==> src/rtl/cache_refill_ctrl.sv <==
// Data-cache miss sequencer: writes back a dirty victim line word by word, then refills
// the missing line from word-wide memory over a request/ack handshake.
module cache_refill_ctrl #(
  parameter int unsigned LINE_ADDR_LEN = 3,
  parameter int unsigned ADDR_W        = 32
) (
  input  logic                     clk,
  input  logic                     rst,
  input  logic                     miss_req_i,
  input  logic [ADDR_W-1:0]        miss_addr_i,
  input  logic                     victim_dirty_i,
  input  logic [ADDR_W-1:0]        victim_addr_i,
  output logic [LINE_ADDR_LEN-1:0] vic_idx_o,
  input  logic [31:0]              vic_data_i,
  output logic                     fill_we_o,
  output logic [LINE_ADDR_LEN-1:0] fill_idx_o,
  output logic [31:0]              fill_data_o,
  output logic                     busy_o,
  output logic                     done_o,
  output logic                     mem_rd_req_o,
  output logic                     mem_wr_req_o,
  output logic [ADDR_W-1:0]        mem_addr_o,
  output logic [31:0]              mem_wdata_o,
  input  logic [31:0]              mem_rdata_i,
  input  logic                     mem_ack_i,
  output logic [31:0]              wb_count_o,
  output logic [31:0]              refill_count_o
);

  localparam int unsigned OffW = LINE_ADDR_LEN + 2;
  localparam logic [ADDR_W-1:0] OffMask = {{(ADDR_W-OffW){1'b0}}, {OffW{1'b1}}};

  localparam logic [1:0] StIdle = 2'd0;
  localparam logic [1:0] StWb   = 2'd1;
  localparam logic [1:0] StRf   = 2'd2;
  localparam logic [1:0] StDone = 2'd3;

  logic [1:0]               state_q, state_d;
  logic [LINE_ADDR_LEN-1:0] idx_q, idx_d;
  logic [ADDR_W-1:0]        line_addr_q, line_addr_d;
  logic [ADDR_W-1:0]        vic_base_q, vic_base_d;
  logic                     dirty_q, dirty_d;
  logic [31:0]              wb_count_q, wb_count_d;
  logic [31:0]              refill_count_q, refill_count_d;

  logic                     last_word;
  logic [ADDR_W-1:0]        word_off;

  assign last_word = &idx_q;
  // Latched bases have their offset bits cleared, so OR-ing in the word offset adds it.
  assign word_off  = {{(ADDR_W-OffW){1'b0}}, idx_q, 2'b00};

  always_comb begin
    state_d        = state_q;
    idx_d          = idx_q;
    line_addr_d    = line_addr_q;
    vic_base_d     = vic_base_q;
    dirty_d        = dirty_q;
    wb_count_d     = wb_count_q;
    refill_count_d = refill_count_q;
    case (state_q)
      StIdle: begin
        if (miss_req_i) begin
          line_addr_d = miss_addr_i & ~OffMask;
          vic_base_d  = victim_addr_i & ~OffMask;
          dirty_d     = victim_dirty_i;
          idx_d       = '0;
          state_d     = victim_dirty_i ? StWb : StRf;
        end
      end
      StWb: begin
        if (mem_ack_i) begin
          idx_d = idx_q + 1'b1;
          if (last_word) begin
            idx_d      = '0;
            wb_count_d = wb_count_q + {31'd0, dirty_q};
            state_d    = StRf;
          end
        end
      end
      StRf: begin
        if (mem_ack_i) begin
          idx_d = idx_q + 1'b1;
          if (last_word) begin
            idx_d          = '0;
            refill_count_d = refill_count_q + 32'd1;
            state_d        = StDone;
          end
        end
      end
      default: state_d = StIdle;
    endcase
  end

  always_comb begin
    mem_wr_req_o = 1'b0;
    mem_rd_req_o = 1'b0;
    mem_addr_o   = '0;
    mem_wdata_o  = '0;
    vic_idx_o    = '0;
    fill_we_o    = 1'b0;
    fill_idx_o   = '0;
    fill_data_o  = '0;
    done_o       = 1'b0;
    case (state_q)
      StWb: begin
        mem_wr_req_o = 1'b1;
        mem_addr_o   = vic_base_q | word_off;
        vic_idx_o    = idx_q;
        mem_wdata_o  = vic_data_i;
      end
      StRf: begin
        mem_rd_req_o = 1'b1;
        mem_addr_o   = line_addr_q | word_off;
        fill_we_o    = mem_ack_i;
        fill_idx_o   = idx_q;
        fill_data_o  = mem_rdata_i;
      end
      StDone:  done_o = 1'b1;
      default: ;
    endcase
  end

  assign busy_o         = (state_q != StIdle);
  assign wb_count_o     = wb_count_q;
  assign refill_count_o = refill_count_q;

  always_ff @(posedge clk or posedge rst) begin
    if (rst) begin
      state_q        <= StIdle;
      idx_q          <= '0;
      line_addr_q    <= '0;
      vic_base_q     <= '0;
      dirty_q        <= 1'b0;
      wb_count_q     <= '0;
      refill_count_q <= '0;
    end else begin
      state_q        <= state_d;
      idx_q          <= idx_d;
      line_addr_q    <= line_addr_d;
      vic_base_q     <= vic_base_d;
      dirty_q        <= dirty_d;
      wb_count_q     <= wb_count_d;
      refill_count_q <= refill_count_d;
    end
  end

endmodule
==> config.mk <==
export PLATFORM = sky130hd
export DESIGN_NAME = cache_refill_ctrl
export DESIGN_NICKNAME = d
export VERILOG_FILES = /design/src/rtl/cache_refill_ctrl.sv
export SDC_FILE = /design/constraint.sdc
export NUM_CORES = 1
export LEC_CHECK = 0
export ABC_AREA = 0
export CAP_MARGIN = 40
export CORE_UTILIZATION = 44
export DETAILED_ROUTE_END_ITERATION = 12
export GPL_TIMING_DRIVEN = 0
export PLACE_DENSITY = 0.86
export SLEW_MARGIN = 20
export SYNTH_ARGS = -nofsm -noshare
export SYNTH_HDL_FRONTEND = slang
export SYNTH_SLANG_ARGS = --single-unit
==> constraint.sdc <==
create_clock -name clk -period 10.9 [get_ports clk]
set_input_delay 3.27 -clock clk [delete_from_list [all_inputs] [get_ports clk]]
set_output_delay 3.27 -clock clk [all_outputs]
set_load 0.02 [all_outputs]
Yosys cells after proc, flatten, opt, wreduce, memory -nomap -nowiden
Cells that the tools add are included.
Widths: inputs -> output; s select.
- add/subtract/negate cells: 3
- multipliers: 0
- div/mod/pow operators: 0
- magnitude comparators: 0
- equality and inequality tests: 9
- shift operators: 0
- muxes and demuxes: 20
- bitwise logic cells: 2
- reductions and logical operators: 10
- operator list (cell ; count):
    $mux 32 ; 2
    $or 32x5->32 ; 2
    $pmux 32 s2 ; 1
    $add 32x1->32 ; 1
    $add 32x1->32 const B ; 1
    $mux 3 ; 5
    $reduce_and 5->1 ; 3
    $mux 2 ; 6
    $ne 2x2->1 const B ; 5
    $pmux 2 s3 ; 1
    $pmux 3 s2 ; 1
    $reduce_and 3->1 ; 2
    $eq 2x2->1 const B ; 2
    $mux 1 ; 4
    $reduce_bool 2->1 ; 2
    $add 3x1->3 const B ; 1
    $eq 2x1->1 const B ; 1
    $logic_not 2->1 ; 1
    $ne 2x1->1 const B ; 1
    $reduce_and 2->1 ; 1
    $reduce_or 2->1 ; 1
- flip-flop bits (word level): 124
- bits in latches: 0
- bits in writable memories: 0
- bits in read-only memories: 0
- input bits: 133
- output and inout bits: 171
- logic and storage cells: 51
- memories: 0

Depth between registers and ports, before layout
- depth after elaboration: 4
- mapped depth: 8
- depth with buffers taken out: 7

Worst setup path before layout
No wires, ideal clock.
- path kind: input -> output
- start: input port vic_data_i[31]
- end: output port mem_wdata_o[31]
- arrival time: 3.486 ns
- data required time: 7.630 ns
- path slack: 4.144 ns
- stages on the path: 1
- path buffers: 0
- path through: and2_1
- word-level cells in the longest chain between the ends: 1
- RTL lines (what ; RTL line ; RTL):
    start, declared ; 14 ; input logic [31:0] vic_data_i,
    $mux 32 ; 105 ; case (state_q)
    end, declared ; 23 ; output logic [31:0] mem_wdata_o,
Every way passes these cells.

Final worst setup path
- start: input port mem_ack_i
- end: output port fill_we_o
- word-level cells in the longest chain between the ends: 1
- RTL lines (what ; RTL line ; RTL):
    start, declared ; 25 ; input logic mem_ack_i,
    $mux 1 ; 105 ;
    end, declared ; 15 ; output logic fill_we_o,
Every way passes these cells.

==> impl_metrics.env <==
export IMPL_status="complete, no violations"
export IMPL_first_pass_iters=4
export IMPL_worst_clock_skew_ns=0.0156
export IMPL_ios=304
export IMPL_critPathMaxFanout=7
export IMPL_fin_setup_tns_ns=0
export IMPL_start_util_pct=45.0
export IMPL_overflow=0
export IMPL_syn_cell_area_um2=6250
export IMPL_core_area_um2=13900
export IMPL_cts_made_buffers=17
export IMPL_rows=43
export IMPL_ir_worst_vdd_v=0.000195
export IMPL_crit_type="in -> out"
export IMPL_fp_dieW_um=121
export IMPL_synth_most_common_cell="dfrtp_1"
export IMPL_hold_ws_ns=0.486
export IMPL_cap_violations=0
export IMPL_vias=5451
export IMPL_power_total_mw=2.19
export IMPL_cts_tree="yes"
export IMPL_wl_per_cell_um=17.5
export IMPL_holdCritPathClass="reg -> reg"
export IMPL_routed_wl_mm=18.8
export IMPL_synth_common_cells="dfrtp_1 (124), and2_1 (75), mux2_2 (55)"
export IMPL_clk_pin_slew_ns=0.06
export IMPL_endpoint_kind="output pin"
export IMPL_worst_pin_slew_ns=0.609
export IMPL_final_util_pct=72.4
export IMPL_grt_pass1_wl_mm=29.3
export IMPL_portBuffers=291
export IMPL_max_slew_margin_pct=59.4
export IMPL_max_stage_delay_ns=0.60
export IMPL_postSynth_asyncResetShare_pct=100
export IMPL_grt_use_total_pct=26.4
export IMPL_timing_critical_path_slowest_stage_cell="clkdlybuf4s50_1"
export IMPL_fill_cells=996
export IMPL_rsz0062_at_grt="false"
export IMPL_postSynthCellCount=567
export IMPL_stdcell_count=1072
export IMPL_startpoint_type="input pin"
export IMPL_synth_top_area_cell="dfrtp_1"
export IMPL_grt_max_degree=68
export IMPL_powerDensity_nw_per_um2=218
export IMPL_antenna_left=0
export IMPL_insertedDiodeCount=0
export IMPL_max_freq_ghz=0.126
export IMPL_cp_arrival_ns=4.64
export IMPL_antenna_found_initial=1
export IMPL_post_dp_cell_area_um2=9420
export IMPL_avgViaCountPerCell=5.08
export IMPL_ys_warn_count=0
export IMPL_die_h_um=121
export IMPL_hold_violations=0
export IMPL_timing_final_crit_period_ns=7.91
export IMPL_post_cts_buffers=0
export IMPL_syn_to_final_growth_pct=60.7
export IMPL_num_nets_final=1024
export IMPL_pre_cts_ws_ns=2.99
export IMPL_yosysSeqAreaShare_pct=49.6
export IMPL_cts_resized=0
export IMPL_synth_seq_cells=124
export IMPL_grt_pass1_vias=5532
export IMPL_crit_top_cell="clkdlybuf4s50_1"
export IMPL_cts_hold_fix_buffers=0
export IMPL_critPathRequiredTime_ns=7.63
export IMPL_p_leak_nw=4.23
export IMPL_synthTopCellsByArea="dfrtp_1 (50%), mux2_2 (9.9%), and2_1 (7.5%), xnor2_1 (5.6%), a22oi_1 (3.2%)"
export IMPL_setup_slack_ns=2.99
export IMPL_dp_hpwl_mm=14.1
export IMPL_synth_edf_count=0
export IMPL_finalCritPeriodShare_pct=72.6
export IMPL_clock_path_buffers=2
export IMPL_drt_initial_drc_count=343
export IMPL_die_area_um2=14700
export IMPL_synth_flop_cell="dfrtp_1"
export IMPL_synth_top_area_share_pct=49.6
export IMPL_avgSynthCellArea_um2=11.0
export IMPL_setup_viol_count_final=0
export IMPL_ys_types=39
export IMPL_place_inst=1040
export IMPL_final_area_um2=10000
export IMPL_drc=0
export IMPL_cp_cell_sequence="clkdlybuf4s50_1, and2_1, clkdlybuf4s50_1"
export IMPL_drive_gt1_share_pct=11.9
export IMPL_cts_htree_levels=4
export IMPL_clkSinkCount=124
export IMPL_slew_viol_final=0
export IMPL_clock_latency_ns=0.42
export IMPL_root_buffer="clkbuf_16"
export IMPL_gp_congestion=0.862
-- worst max-delay path: cells and delay by family --
| kind | cells | cell delay, ns |
|---|---|---|
| buf+inv | 2 | 1.20 |
| simple gates | 1 | 0.16 |
-- state kept, by name, summed over array words and instances (netlist names) --
signal	flops
line_addr_q	27
wb_count_o	32
vic_base_q	27
refill_count_o	32
state_q	2
idx_q	3
dirty_q	1
-- where the power goes --
group          internal, mW  switching (mW)  leakage, nW
logic                 0.473           0.479         2.33
clock network         0.372           0.214        0.296
registers             0.576          0.0738         1.61
-- cell families (layout without fill, tap and decap cells) --
logic type / count (synthesis) / in the layout / share of synthesized area [%]
other: 1 / 2 / 0.0600
AOI/OAI and AO/OA: 37 / 37 / 4.24
muxes: 56 / 56 / 10.1
DFF: 124 / 124 / 49.6
buffers and inverters: 34 / 358 / 2.28
xor gates and xnor gates: 61 / 61 / 8.55
adders and majority gates: 12 / 12 / 2.40
and+or+nand+nor: 242 / 242 / 22.7
-- area by class of cell --
| cell class | count | area [um^2] | share of cell area, % |
|---|---|---|---|
| buffer | 26 | 113 | 1.12 |
| sequential | 124 | 3100 | 30.9 |
| timing repair buffer | 292 | 2940 | 29.3 |
| tap | 180 | 225 | 2.24 |
| inverter | 8 | 35.0 | 0.349 |
| clock buffer | 19 | 453 | 4.51 |
| multi-input combinational | 410 | 3010 | 29.9 |
| clock inverter | 13 | 166 | 1.66 |
-- placed cells by master (no fill, tap or decap), types with 4 or more instances in the layout --
cell type,netlist,routed
a22oi_1,27,27
and2_1,75,75
and3_1,9,9
and4_1,6,6
buf_2,6,6
clkbuf_1,16,16
clkbuf_16,0,17
clkdlybuf4s50_1,0,291
clkinv_4,0,4
dfrtp_1,124,124
ha_1,12,12
inv_1,8,7
mux2_2,55,55
nand2_1,41,41
nand3_1,21,21
nand4_1,22,22
nor2_1,19,19
nor2b_1,30,30
nor3_1,6,6
xnor2_1,40,40
xor2_1,21,21
-- per-layer routing --
layer | GRT usage, % | vias up | share of wire, %
met4 | 9.03 | 2 | 1.1
li1 | - | 2568 | -
met3 | 8.41 | 20 | 7.2
met1 | 33.1 | 2667 | 42
met2 | 43.0 | 194 | 49
met5 | 0 | - | 0.048
-- final timing paths --
| path | startpoint | to | slack [ns] | cells after the start |
|---|---|---|---|---|
| setup / recovery | mem_ack_i | fill_we_o | 2.99 | 3 |
| hold / removal | wb_count_o[31] | wb_count_o[31] | 0.49 | 1 |
| setup reg to reg | state_q[0] | state_q[0] | 8.55 | 8 |
| hold reg to reg | wb_count_o[31] | wb_count_o[31] | 0.49 | 1 |
| max in group asynchronous | rst | wb_count_o[23] | 6.92 | 3 |
| min in group asynchronous | rst | line_addr_q[16] | 3.27 | 2 |
No activity file was read; power rests on OpenSTA's default activity.
